--- src/rtl/buzzer_pkg.sv ---
// Shared definitions for the buzzer melody sequencer.
//   - tone codes driven onto the tone generator's select input
//   - melody ROM entry layout {tone, dur}; dur == 0 terminates a melody
//   - melody count / length constants and the sequencer state enum
package buzzer_pkg;

    localparam logic [3:0] MUTE  = 4'd0;
    localparam logic [3:0] DO    = 4'd1;
    localparam logic [3:0] RE    = 4'd2;
    localparam logic [3:0] MI    = 4'd3;
    localparam logic [3:0] FA    = 4'd4;
    localparam logic [3:0] SO    = 4'd5;
    localparam logic [3:0] LA    = 4'd6;
    localparam logic [3:0] TI    = 4'd7;
    localparam logic [3:0] HI_DO = 4'd8;

    localparam int NUM_MELODIES = 2;
    localparam int MEL_LEN      = 8;
    localparam int MEL_W        = 1;   // bits of melody id
    localparam int IDX_W        = 3;   // bits of entry index (plus a separate end flag)

    typedef struct packed {
        logic [3:0] tone;
        logic [3:0] dur;    // note length in duration units; 0 = terminator
    } entry_t;

    typedef enum logic [1:0] {
        ST_IDLE = 2'd0,
        ST_PLAY = 2'd1,
        ST_GAP  = 2'd2
    } state_e;

    function automatic entry_t mk_entry(input logic [3:0] tone, input logic [3:0] dur);
        entry_t e;
        e.tone = tone;
        e.dur  = dur;
        return e;
    endfunction

endpackage

--- src/rtl/buzzer_melody_rom.sv ---
// Built-in melody table, purely combinational.
//   mel_i : melody id
//   idx_i : entry index within the melody
//   ent_o : {tone, dur} at that position
module buzzer_melody_rom
    import buzzer_pkg::*;
(
    input  logic [MEL_W-1:0] mel_i,
    input  logic [IDX_W-1:0] idx_i,
    output entry_t           ent_o
);

    always_comb begin
        ent_o = mk_entry(MUTE, 4'd0);
        if (mel_i == 1'b0) begin
            // Rising arpeggio Do-Mi-So-HiDo, then terminator.
            case (idx_i)
                3'd0:    ent_o = mk_entry(DO,    4'd2);
                3'd1:    ent_o = mk_entry(MI,    4'd2);
                3'd2:    ent_o = mk_entry(SO,    4'd2);
                3'd3:    ent_o = mk_entry(HI_DO, 4'd2);
                default: ent_o = mk_entry(MUTE,  4'd0);
            endcase
        end else begin
            // Alarm beeps: HiDo / rest alternating over all 8 slots, no terminator.
            ent_o = idx_i[0] ? mk_entry(MUTE, 4'd1) : mk_entry(HI_DO, 4'd1);
        end
    end

endmodule

--- src/rtl/buzzer_melody_seq.sv ---
// Melody sequencer and two-requester arbiter feeding the buzzer tone generator.
//   clk, rst_n    : clock, synchronous active-low reset
//   play_req_i[n] : one-cycle request for melody n (bit 1 wins)
//   abort_i       : stop playback and drop pending requests
//   play_ack_o[n] : one-cycle pulse when melody n starts
//   tone_sel_o    : tone code to the generator (0 = mute)
//   busy_o        : a melody is in PLAY or GAP
//   done_o        : one-cycle pulse on normal completion
//   done_id_o     : melody that completed, held until the next done
module buzzer_melody_seq
    import buzzer_pkg::*;
#(
    parameter int unsigned HOST_HZ  = 100_000_000,
    parameter int unsigned UNIT_CYC = HOST_HZ / 16,
    parameter int unsigned GAP_CYC  = 1_000_000
) (
    input  logic       clk,
    input  logic       rst_n,
    input  logic [1:0] play_req_i,
    input  logic       abort_i,
    output logic [1:0] play_ack_o,
    output logic [3:0] tone_sel_o,
    output logic       busy_o,
    output logic       done_o,
    output logic       done_id_o
);

    localparam int unsigned CYC_MAX = (UNIT_CYC > GAP_CYC) ? UNIT_CYC : GAP_CYC;
    localparam int CYC_W = (CYC_MAX > 1) ? $clog2(CYC_MAX) : 1;
    localparam logic [CYC_W-1:0] UNIT_LAST = CYC_W'(UNIT_CYC - 1);
    localparam logic [CYC_W-1:0] GAP_LAST  = CYC_W'(GAP_CYC - 1);

    state_e             state_q, state_d;
    logic [MEL_W-1:0]   mel_q, mel_d;
    logic [IDX_W-1:0]   idx_q, idx_d;
    logic [CYC_W-1:0]   cyc_q, cyc_d;
    logic [3:0]         unit_q, unit_d;
    entry_t             ent_q, ent_d;
    logic [1:0]         pend_q, pend_d;
    logic [3:0]         tone_q, tone_d;
    logic               busy_q, busy_d;
    logic [1:0]         ack_q, ack_d;
    logic               done_q, done_d;
    logic               done_id_q, done_id_d;

    logic               go;
    logic [MEL_W-1:0]   go_mel;
    logic               fin;
    entry_t             start_ent, nxt_ent;
    logic               nxt_end;
    logic [IDX_W-1:0]   nxt_idx;

    // Index increment carries into an end flag instead of wrapping to 0.
    assign {nxt_end, nxt_idx} = {1'b0, idx_q} + {{IDX_W{1'b0}}, 1'b1};

    buzzer_melody_rom u_rom_start (
        .mel_i (go_mel),
        .idx_i ({IDX_W{1'b0}}),
        .ent_o (start_ent)
    );

    buzzer_melody_rom u_rom_next (
        .mel_i (mel_q),
        .idx_i (nxt_idx),
        .ent_o (nxt_ent)
    );

    // Arbiter: decides whether a melody (re)starts this cycle and updates the
    // one-deep pending latches. Melody 1 may cut into melody 0; everything
    // else waits for IDLE.
    always_comb begin
        go     = 1'b0;
        go_mel = 1'b0;
        pend_d = pend_q;
        if (abort_i) begin
            pend_d = 2'b00;
        end else if (state_q != ST_IDLE) begin
            if (play_req_i[1] && mel_q == 1'b0) begin
                go     = 1'b1;
                go_mel = 1'b1;
            end else if (play_req_i[1]) begin
                pend_d[1] = 1'b1;
            end
            if (play_req_i[0]) pend_d[0] = 1'b1;
        end else if (play_req_i[1] || pend_q[1]) begin
            go        = 1'b1;
            go_mel    = 1'b1;
            pend_d[1] = 1'b0;
            if (play_req_i[0]) pend_d[0] = 1'b1;
        end else if (play_req_i[0] || pend_q[0]) begin
            go        = 1'b1;
            go_mel    = 1'b0;
            pend_d[0] = 1'b0;
        end
    end

    // FSM state register plus datapath flops.
    always_ff @(posedge clk) begin
        if (!rst_n) begin
            state_q   <= ST_IDLE;
            mel_q     <= '0;
            idx_q     <= '0;
            cyc_q     <= '0;
            unit_q    <= '0;
            ent_q     <= '0;
            pend_q    <= '0;
            tone_q    <= MUTE;
            busy_q    <= 1'b0;
            ack_q     <= '0;
            done_q    <= 1'b0;
            done_id_q <= 1'b0;
        end else begin
            state_q   <= state_d;
            mel_q     <= mel_d;
            idx_q     <= idx_d;
            cyc_q     <= cyc_d;
            unit_q    <= unit_d;
            ent_q     <= ent_d;
            pend_q    <= pend_d;
            tone_q    <= tone_d;
            busy_q    <= busy_d;
            ack_q     <= ack_d;
            done_q    <= done_d;
            done_id_q <= done_id_d;
        end
    end

    // Next state. ent_q caches the entry being played so only the
    // look-ahead entry needs a ROM port during playback.
    always_comb begin
        state_d = state_q;
        mel_d   = mel_q;
        idx_d   = idx_q;
        cyc_d   = cyc_q;
        unit_d  = unit_q;
        ent_d   = ent_q;
        fin     = 1'b0;
        if (abort_i) begin
            state_d = ST_IDLE;
        end else if (go) begin
            mel_d  = go_mel;
            idx_d  = '0;
            cyc_d  = '0;
            unit_d = '0;
            ent_d  = start_ent;
            if (start_ent.dur == 4'd0) begin
                state_d = ST_IDLE;
                fin     = 1'b1;
            end else begin
                state_d = ST_PLAY;
            end
        end else begin
            case (state_q)
                ST_PLAY: begin
                    if (cyc_q == UNIT_LAST) begin
                        cyc_d = '0;
                        if (unit_q == ent_q.dur - 4'd1) begin
                            unit_d = '0;
                            // Last note: no trailing gap, finish straight away.
                            if (nxt_end || nxt_ent.dur == 4'd0) begin
                                state_d = ST_IDLE;
                                fin     = 1'b1;
                            end else begin
                                state_d = ST_GAP;
                            end
                        end else begin
                            unit_d = unit_q + 4'd1;
                        end
                    end else begin
                        cyc_d = cyc_q + 1'b1;
                    end
                end
                ST_GAP: begin
                    if (cyc_q == GAP_LAST) begin
                        cyc_d   = '0;
                        idx_d   = nxt_idx;
                        ent_d   = nxt_ent;
                        state_d = ST_PLAY;
                    end else begin
                        cyc_d = cyc_q + 1'b1;
                    end
                end
                default: ;
            endcase
        end
    end

    // Outputs, registered from next-state values so they line up with state.
    always_comb begin
        tone_d    = (state_d == ST_PLAY) ? ent_d.tone : MUTE;
        busy_d    = (state_d != ST_IDLE);
        ack_d     = 2'b00;
        if (go && !abort_i) ack_d[go_mel] = 1'b1;
        done_d    = fin;
        done_id_d = fin ? mel_d : done_id_q;
    end

    assign play_ack_o = ack_q;
    assign tone_sel_o = tone_q;
    assign busy_o     = busy_q;
    assign done_o     = done_q;
    assign done_id_o  = done_id_q;

endmodule

--- config.mk ---
export PLATFORM = sky130hd
export DESIGN_NAME = buzzer_melody_seq
export DESIGN_NICKNAME = d
export VERILOG_FILES = /design/src/rtl/buzzer_pkg.sv /design/src/rtl/buzzer_melody_rom.sv /design/src/rtl/buzzer_melody_seq.sv
export SDC_FILE = /design/constraint.sdc
export NUM_CORES = 1
export LEC_CHECK = 0
export ABC_AREA = 1
export CORE_ASPECT_RATIO = 1.1
export CORE_UTILIZATION = 52
export CTS_CLUSTER_DIAMETER = 200
export DETAILED_ROUTE_END_ITERATION = 10
export GPL_ROUTABILITY_DRIVEN = 0
export PLACE_DENSITY = 0.8
export SLEW_MARGIN = 25
export SYNTH_ARGS = -nofsm -noshare
export SYNTH_HDL_FRONTEND = slang
export SYNTH_SLANG_ARGS = --single-unit
--- constraint.sdc ---
create_clock -name clk -period 2.5 [get_ports clk]
set_clock_uncertainty 0.1 [all_clocks]
set_input_delay 0.25 -clock clk [delete_from_list [all_inputs] [get_ports clk]]
set_output_delay 0.25 -clock clk [all_outputs]
set_load 0.05 [all_outputs]
; Word-level counts from Yosys, hierarchy flattened
; Cells that the tools add are included.
[totals]
ff_bits = 52
in_bits = 5
output_inout_bits = 9
word_cells = 113
[classes]
addsub = 4
n_lt_le_gt_ge = 2
eq_ne = 11
mux = 53
n_bitwise = 3
n_reduce_logical = 26
[op_table]
columns = operator, count
row1 = 2-to-1 mux 23 bit, 3
row2 = 2-to-1 mux 8 bit, 7
row3 = one-hot mux 23 bit (2 select lines), 1
row4 = one-hot mux 8 bit (4 select lines), 1
row5 = 2-to-1 mux 1 bit, 25
row6 = adder 23 x 1 -> 23 bit (second input constant), 1
row7 = == test 23 x 20 -> 1 bit (second input constant), 1
row8 = == test 23 bit (second input constant), 1
row9 = 2-to-1 mux 4 bit, 4
row10 = 2-to-1 mux 2 bit, 7
row11 = nonzero test 2 bit, 7
row12 = 2-to-1 mux 3 bit, 3
row13 = AND reduction 3 bit, 3
row14 = zero test 4 bit, 2
row15 = == test 3 x 2 -> 1 bit (second input constant), 2
row16 = AND reduction 2 bit, 3
row17 = nonzero test 3 bit, 2
row18 = adder 3 x 1 -> 4 bit (second input constant), 1
row19 = adder 4 x 1 -> 4 bit (second input constant), 1
row20 = == test 2 x 1 -> 1 bit (second input constant), 2
row21 = == test 4 bit, 1
row22 = inequality test 2 bit (second input constant), 2
row23 = one-hot mux 2 bit (2 select lines), 1
row24 = subtractor 4 x 1 -> 4 bit (second input constant), 1
row25 = other kinds (11), 17

; Depth between registers and ports, before layout
; Gate-level depths: netlist of run 1.
[logic_depth]
depth_word = 14
depth_mapped = 15
ltp_nobuf = 15

; Cells and area by module
; From an unflattened synthesis of run 1, not the netlist that was laid out.
[hier_totals]
cells_unflattened = 500
hier_area_um2 = 3246.9
[modules_own_cells]
columns = module, instances, cells_per_inst, area_per_inst_um2, seq_area_each_um2
row1 = buzzer_melody_seq, 1, 462, 3076.7, 1041.0
row2 = buzzer_melody_rom, 2, 19, 85.1, 0.0

; Worst setup path before layout of run 1
; Ideal clock, no wire load.
[synth_timing]
path_type = register to register
startpoint = reg state_q[1]
endpoint = reg idx_q[2]
arrival_time_ns = 1.582
required_ns = 2.329
slack_ns = 0.747
stages_incl_launch_ff = 13
cell_sequence = dfxtp_1 -> inv_1 -> ha_1 -> nand2_1 -> o21ai_4 -> inv_4 -> nand2_4 -> buf_8 -> inv_4 -> nor2_4 -> nand2_1 -> or2_0 -> a21oi_1
[synth_between]
elab_chain_cells = 5
[synth_rtl]
columns = item, line
row1 = start: declaration, buzzer_melody_seq.sv:33  ; state_e state_q, state_d;
row2 = start signal: assignment, buzzer_melody_seq.sv:113  ; state_q <= state_d;
row3 = nonzero test 2 bit, buzzer_melody_seq.sv:77  ; end else if (state_q != ST_IDLE) begin
row4 = 2-to-1 mux 1 bit, buzzer_melody_seq.sv:77
row5 = 2-to-1 mux 1 bit, buzzer_melody_seq.sv:75  ; if (abort_i) begin
row6 = nonzero test 2 bit (no source line), -
row7 = AND reduction 3 bit (no source line), -
row8 = end signal: assignment, buzzer_melody_seq.sv:115  ; idx_q <= idx_d;
row9 = end: declaration, buzzer_melody_seq.sv:35  ; logic [IDX_W-1:0] idx_q, idx_d;
; Several ways; a longest one is shown, not always the timed one.
; A chain may end at the register's enable or synchronous reset.

; Worst setup path after layout of run 1
[layout_timing]
startpoint = reg state_q[1]
endpoint = reg cyc_q[8]
[layout_between]
elab_chain_cells = 5
[layout_rtl]
columns = item, line
row1 = nonzero test 2 bit, buzzer_melody_seq.sv:77
row2 = 2-to-1 mux 1 bit, buzzer_melody_seq.sv:77
row3 = 2-to-1 mux 1 bit, buzzer_melody_seq.sv:75
row4 = nonzero test 3 bit (no source line), -
row5 = AND reduction 2 bit (no source line), -
row6 = end signal: assignment, buzzer_melody_seq.sv:116  ; cyc_q <= cyc_d;
row7 = end: declaration, buzzer_melody_seq.sv:36  ; logic [CYC_W-1:0] cyc_q, cyc_d;
; Several ways; a longest one is shown, not always the timed one.

==> results of run 1 <==
[cell families after synthesis]
family | share of synthesized area [%]
compound gates | 8.86
xor+xnor | 3.25
fa+ha+maj | 4.64
buf+inv | 10.1
flops | 33.8
simple gates | 39.4
[how the worst max path moves through the flow]
stage / startpoint / to / cells past startpoint
6_report: state_q[1] / cyc_q[8] / 10
3_5_place_dp: play_req_i[1] / cyc_q[8] / 10
4_1_cts: state_q[1] / cyc_q[8] / 10
5_1_grt: state_q[1] / cyc_q[8] / 10
3_3_place_gp: play_req_i[1] / cyc_q[8] / 10
2_1_floorplan: state_q[1] / idx_q[2] / 12
[power groups by stage]
stage | Clock (µW) | Combinational, µW | Sequential (µW)
2_1_floorplan | 0 | 132 | 855
3_3_place_gp | 0 | 181 | 843
3_5_place_dp | 0 | 187 | 843
4_1_cts | 500 | 187 | 824
5_1_grt | 535 | 208 | 827
6_report | 490 | 186 | 824
[placed cells by master (no fill, tap or decap), types with 8 or more instances in the layout]
cell,n
nand4_1,11
inv_1,54
nor3_1,14
dfxtp_1,50
nand3_1,37
clkdlybuf4s50_1,13
a21oi_1,23
nor2_1,67
nand2_1,102
o21ai_0,8
ha_1,11
xor2_1,9
[tightest hold or removal path, delay by kind of cell (launching register included)]
kind	cells	cell delay [ps]
flops	1	320
buf+inv	1	50
compound gates	1	50
[per-layer routing]
metal  vias to the layer above  share of wire, %  global-route usage [%]  routed length, µm
met1                      1304                43                    26.7               2800
met3                        15               3.4                    3.60                222
met4                         0               2.6                    8.85                169
li1                       1434                 -                       -                  -
met5                         -                 0                       0                  0
met2                        56                51                    44.0               3330
[sequential cells by signal, summed over array words and instances (netlist names), 2 cells and up]
name / count
cyc_q: 23
ent_q: 6
idx_q: 3
pend_q: 2
play_ack_o: 2
state_q: 2
tone_sel_o: 4
unit_q: 4
[area by class of cell]
class                      count  area (µm²)  share of cell area (%)
clock buffer                   5        68.8                    2.12
clock inverter                 3        22.5                   0.694
inverter                      63         241                    7.44
multi-input combinational    323        1660                    51.3
sequential                    50        1000                    30.9
tap                           75        93.8                    2.89
timing repair buffer          16         153                    4.70
[per-stage QoR]
| stage | hold WS (ps) | instance area (µm²) |
|---|---|---|
| after global placement | 338 | 3150 |
| after CTS | 362 | 3240 |
| after detailed placement | 349 | 3150 |
| after floorplan | 319 | 2970 |
| final | 361 | 3240 |
| after global routing | 396 | 3240 |
==> flow_summary.ini, run 1 <==
[status]
status = complete, no violations

[clock_network]
cts_setup_buffers = 0
ctsHoldBuffers = 0
cts_resized = 0
clk_latency_ps = 310
clkTransAtPathRegs_ps = 100
cts_tree = yes
cts_max_path_buffers = 2
htreeDepth = 2
clock_sinks = 50
cts_buffers = 5
cts_root_buf = clkbuf_8

[global_route]
grt_pass1_vias = 2577
grt_pass1_wl_mm = 11.0
grt_max_degree = 22
antenna_found_initial = 0
grt_overflow = 0
grt_usage_pct = 23.6

[pwr]
p_leak_uw = 0.00127
p_total_uw = 1500
p_per_area_nw_per_um2 = 462
vdd_drop_max_uv = 279
p_comb_share_pct = 12.4
power.share.clock_pct = 32.6
internal-power_uw = 1070
seq_power_share_pct = 54.9
power.switching_uw = 426
swShare_pct = 28.4

[worst_hold_path]
min_to = done_id_o
min_from = done_id_o
min_path_type = reg -> reg
holdPathStages = 2

[drt]
drt_iter0_drc = 158
drt-total-wl_mm = 6.52
viasPerCell = 5.25
routedWlPerCell_um = 12.2
drtPass1Iterations = 4
drcViolationCount = 0
ant_nets = 0
vias = 2809

[sta]
max_slew_margin_pct = 66.5
max_freq_ghz = 0.468
rsz0062_at_grt = false
hold_violations = 0
finalSetupViolCount = 0
tightestPinTransition_ps = 501
finalWorstSetupSlack_ps = 362
post-route-min-period_ps = 2140
setup_tns_ps = 0
drv_slew = 0
timing.final.crit_share_pct = 85.5

[place]
io_buffer_count = 13
dp_slack_ps = 202
dp.cells = 527
dp_hpwl_mm = 5.10

[critical_path]
cp-end-kind = flop
reg2reg_from = state_q[1]
cp_slowest_cell = dfxtp_1
r2r_setup_slack_ps = 360
timing.critical_path.buf_inv = 3
crit_arrival_ps = 2270
max_stage_delay_ps = 330
path_cells = inv_1 > ha_1 > nand2_1 > o21ai_4 > inv_4 > o21ai_4 > inv_2 > o21ai_2 > nand2_2 > nor3_1
critPathTopFamily = simple AND/OR/NAND/NOR gates
path_common_cell = o21ai_4
required_ps = 2640
criticalPathCategory = reg -> reg
cp-start-kind = flop
r2r_cells = 10
rr_endpoint = cyc_q[8]
crit_fanout = 21

[cells_and_area]
drive_gt1_share_pct = 10.0
fin_nets = 475
fin_util_pct = 59.7
area_growth_pct = 9.41
fillers = 518
diodes = 0
final_cells = 535

[die]
start_util_pct = 54.6
core_um2 = 5430
ios = 14
chipWidth_um = 74
die_y_um = 81.2
rows = 28
dieArea_um2 = 6010

[logic_synthesis]
ys_ff_latch = 50
ys.warnings.count = 0
ys.flop_type = dfxtp_1
syn_inst = 444
syn_nets = 460
synth_common_cells = nand2_1 (102), nor2_1 (67), inv_1 (54)
ys_types = 36
yosysTopAreaCellShare_pct = 33.8
synth-seq-area-share_pct = 33.8
synth_most_common_cell = nand2_1
syn_area_um2 = 2970
synth-edff-count = 0
avgSynthCellArea_um2 = 6.68
synthArstFlopShare_pct = 0
synth.top_cells.by_area = dfxtp_1 (34%), nand2_1 (13%), nor2_1 (8.5%)
synth_top_area_cell = dfxtp_1

[run]
maxCapViolCount = 0
Power figures use the tool's default switching activity.
==> inputs of run 2 (changes only) <==
--- a/config.mk
+++ b/config.mk
@@ -6,6 +6,7 @@
 export NUM_CORES = 1
 export LEC_CHECK = 0
 export ABC_AREA = 1
+export CAP_MARGIN = 20
 export CORE_ASPECT_RATIO = 1.1
 export CORE_UTILIZATION = 52
 export CTS_CLUSTER_DIAMETER = 200
==> results of run 2 <==
Final layout, timing and power as in run 1 (identical DEF).
==> inputs of run 3 (changes only) <==
==> constraint.sdc (replaced) <==
create_clock -name clk -period 2.4 [get_ports clk]
set_clock_uncertainty 0.1 [all_clocks]
set_input_delay 0.24 -clock clk [delete_from_list [all_inputs] [get_ports clk]]
set_output_delay 0.24 -clock clk [all_outputs]
set_load 0.05 [all_outputs]
==> flow_summary.ini, run 3 (synthesized netlist as in run 1, its figures left out) <==
[die]
die_y_um = 81.2
start_util_pct = 54.6
rows = 28
ios = 14
chipWidth_um = 74
dieArea_um2 = 6010
core_um2 = 5430

[drt]
drtPass1Iterations = 4
routedWlPerCell_um = 12.2
drt-total-wl_mm = 6.52
vias = 2758
ant_nets = 0
viasPerCell = 5.15
drcViolationCount = 0
drt_iter0_drc = 203

[critical_path]
required_ps = 2500
max_stage_delay_ps = 390
criticalPathCategory = reg -> reg
timing.critical_path.buf_inv = 0
crit_fanout = 4
cp-end-kind = flop
cp-start-kind = flop
path_common_cell = nand2_1
crit_arrival_ps = 2220
cp_slowest_cell = dfxtp_1
critPathTopFamily = simple AND/OR/NAND/NOR gates
path_cells = ha_1 > nand2_1 > nor2_2 > nand2_1 > nor3_2 > nand3_1 > o21ai_0 > o21ai_0 > nand2_1 > nor2_1

[pwr]
p_per_area_nw_per_um2 = 472
p_leak_uw = 0.00128
vdd_drop_max_uv = 282

[sta]
tightestPinTransition_ps = 499
finalSetupViolCount = 0
max_slew_margin_pct = 66.7
whs_ps = 366
hold_violations = 0
setup_tns_ps = 0
rsz0062_at_grt = false
max_freq_ghz = 0.472
post-route-min-period_ps = 2120
timing.final.crit_share_pct = 88.3
drv_slew = 0

[cells_and_area]
reg.largest.list = cyc_q (23), ent_q (6)
layout_commonest_cell = nand2_1
largest_reg_flops = 23
area_growth_pct = 9.62
final_cell_area_um2 = 3250
fin_util_pct = 59.9
final_cell_mix = nand2_1 (102), nor2_1 (67), inv_1 (54)
fin_nets = 477
diodes = 0
drive_gt1_share_pct = 10.2
largest-register = cyc_q

[clock_network]
ctsHoldBuffers = 0
htreeDepth = 2
cts_tree = yes
clkTransAtPathRegs_ps = 90
cts_max_path_buffers = 2
cts_root_buf = clkbuf_8
cts_resized = 0
cts_buffers = 5
cts_setup_buffers = 0
clock_sinks = 50
clk_latency_ps = 300

[global_route]
grt_max_degree = 20
grt_pass1_wl_mm = 11.4
grt_overflow = 0
grt_pass1_vias = 2595
grt_usage_pct = 24.5
antenna_found_initial = 0

[worst_hold_path]
min_path_type = reg -> reg

[run]
maxCapViolCount = 0

[status]
status = complete, no violations

[place]
placed_area_um2 = 3170
io_buffer_count = 13
dp_hpwl_mm = 5.02
## run 3: changes by cell type in the layout (fill, tap and decap cells not counted), sizes merged
cell and change:
buf +2, inv -1
## run 3: power breakdown
group          internal, µW  switching, µW  total [µW]  leakage (µW)
sequential              847           11.7         859      0.000405
clock                   202            279         481     0.0000444
combinational          63.6            133         196      0.000827
total                  1110            423        1540       0.00128
## run 3: layout make-up
| cell class | count | area (µm²) |
|---|---|---|
| fill | 508 | 2180 |
| timing repair buffer | 18 | 168 |
| multi-input combinational | 323 | 1660 |
| inverter | 63 | 241 |
| tap | 75 | 93.8 |
| clock inverter | 2 | 13.8 |
| clock buffer | 5 | 68.8 |
| sequential | 50 | 1000 |
## run 3: worst register-to-register path, stage by stage (launching register included)
cell	delay [ps]
dfxtp_1	390
ha_1	200
nand2_1	90
nor2_2	130
nand2_1	170
nor3_2	260
nand3_1	220
o21ai_0	210
o21ai_0	100
nand2_1	100
nor2_1	40
## run 3: layer usage
| metal | global-route usage [%] | up-vias | part of all wire [%] |
|---|---|---|---|
| met2 | 42.9 | 57 | 49 |
| met4 | 10.8 | 0 | 3.6 |
| met5 | 0 | - | 0 |
| met3 | 4.34 | 23 | 3.4 |
| li1 | - | 1446 | - |
| met1 | 29.0 | 1232 | 44 |
## run 3: worst paths after layout
check,startpoint,to,slack (ps),cells past startpoint
setup / recovery,cyc_q[0],ent_q[5],280,10
hold / removal,done_id_o,done_id_o,370,2
hold reg to reg,done_id_o,done_id_o,370,2
setup reg to reg,cyc_q[0],ent_q[5],280,10
## run 3: through the flow
| step | total power, µW | cells | worst slack (ps) |
|---|---|---|---|
| detailed placement | 1070 | 529 | 180 |
| global route | 1610 | 536 | 99.7 |
| CTS | 1550 | 536 | 271 |
| global placement | 1070 | 529 | 279 |
| floorplan | 1030 | 444 | 647 |
| finish | 1540 | 536 | 280 |
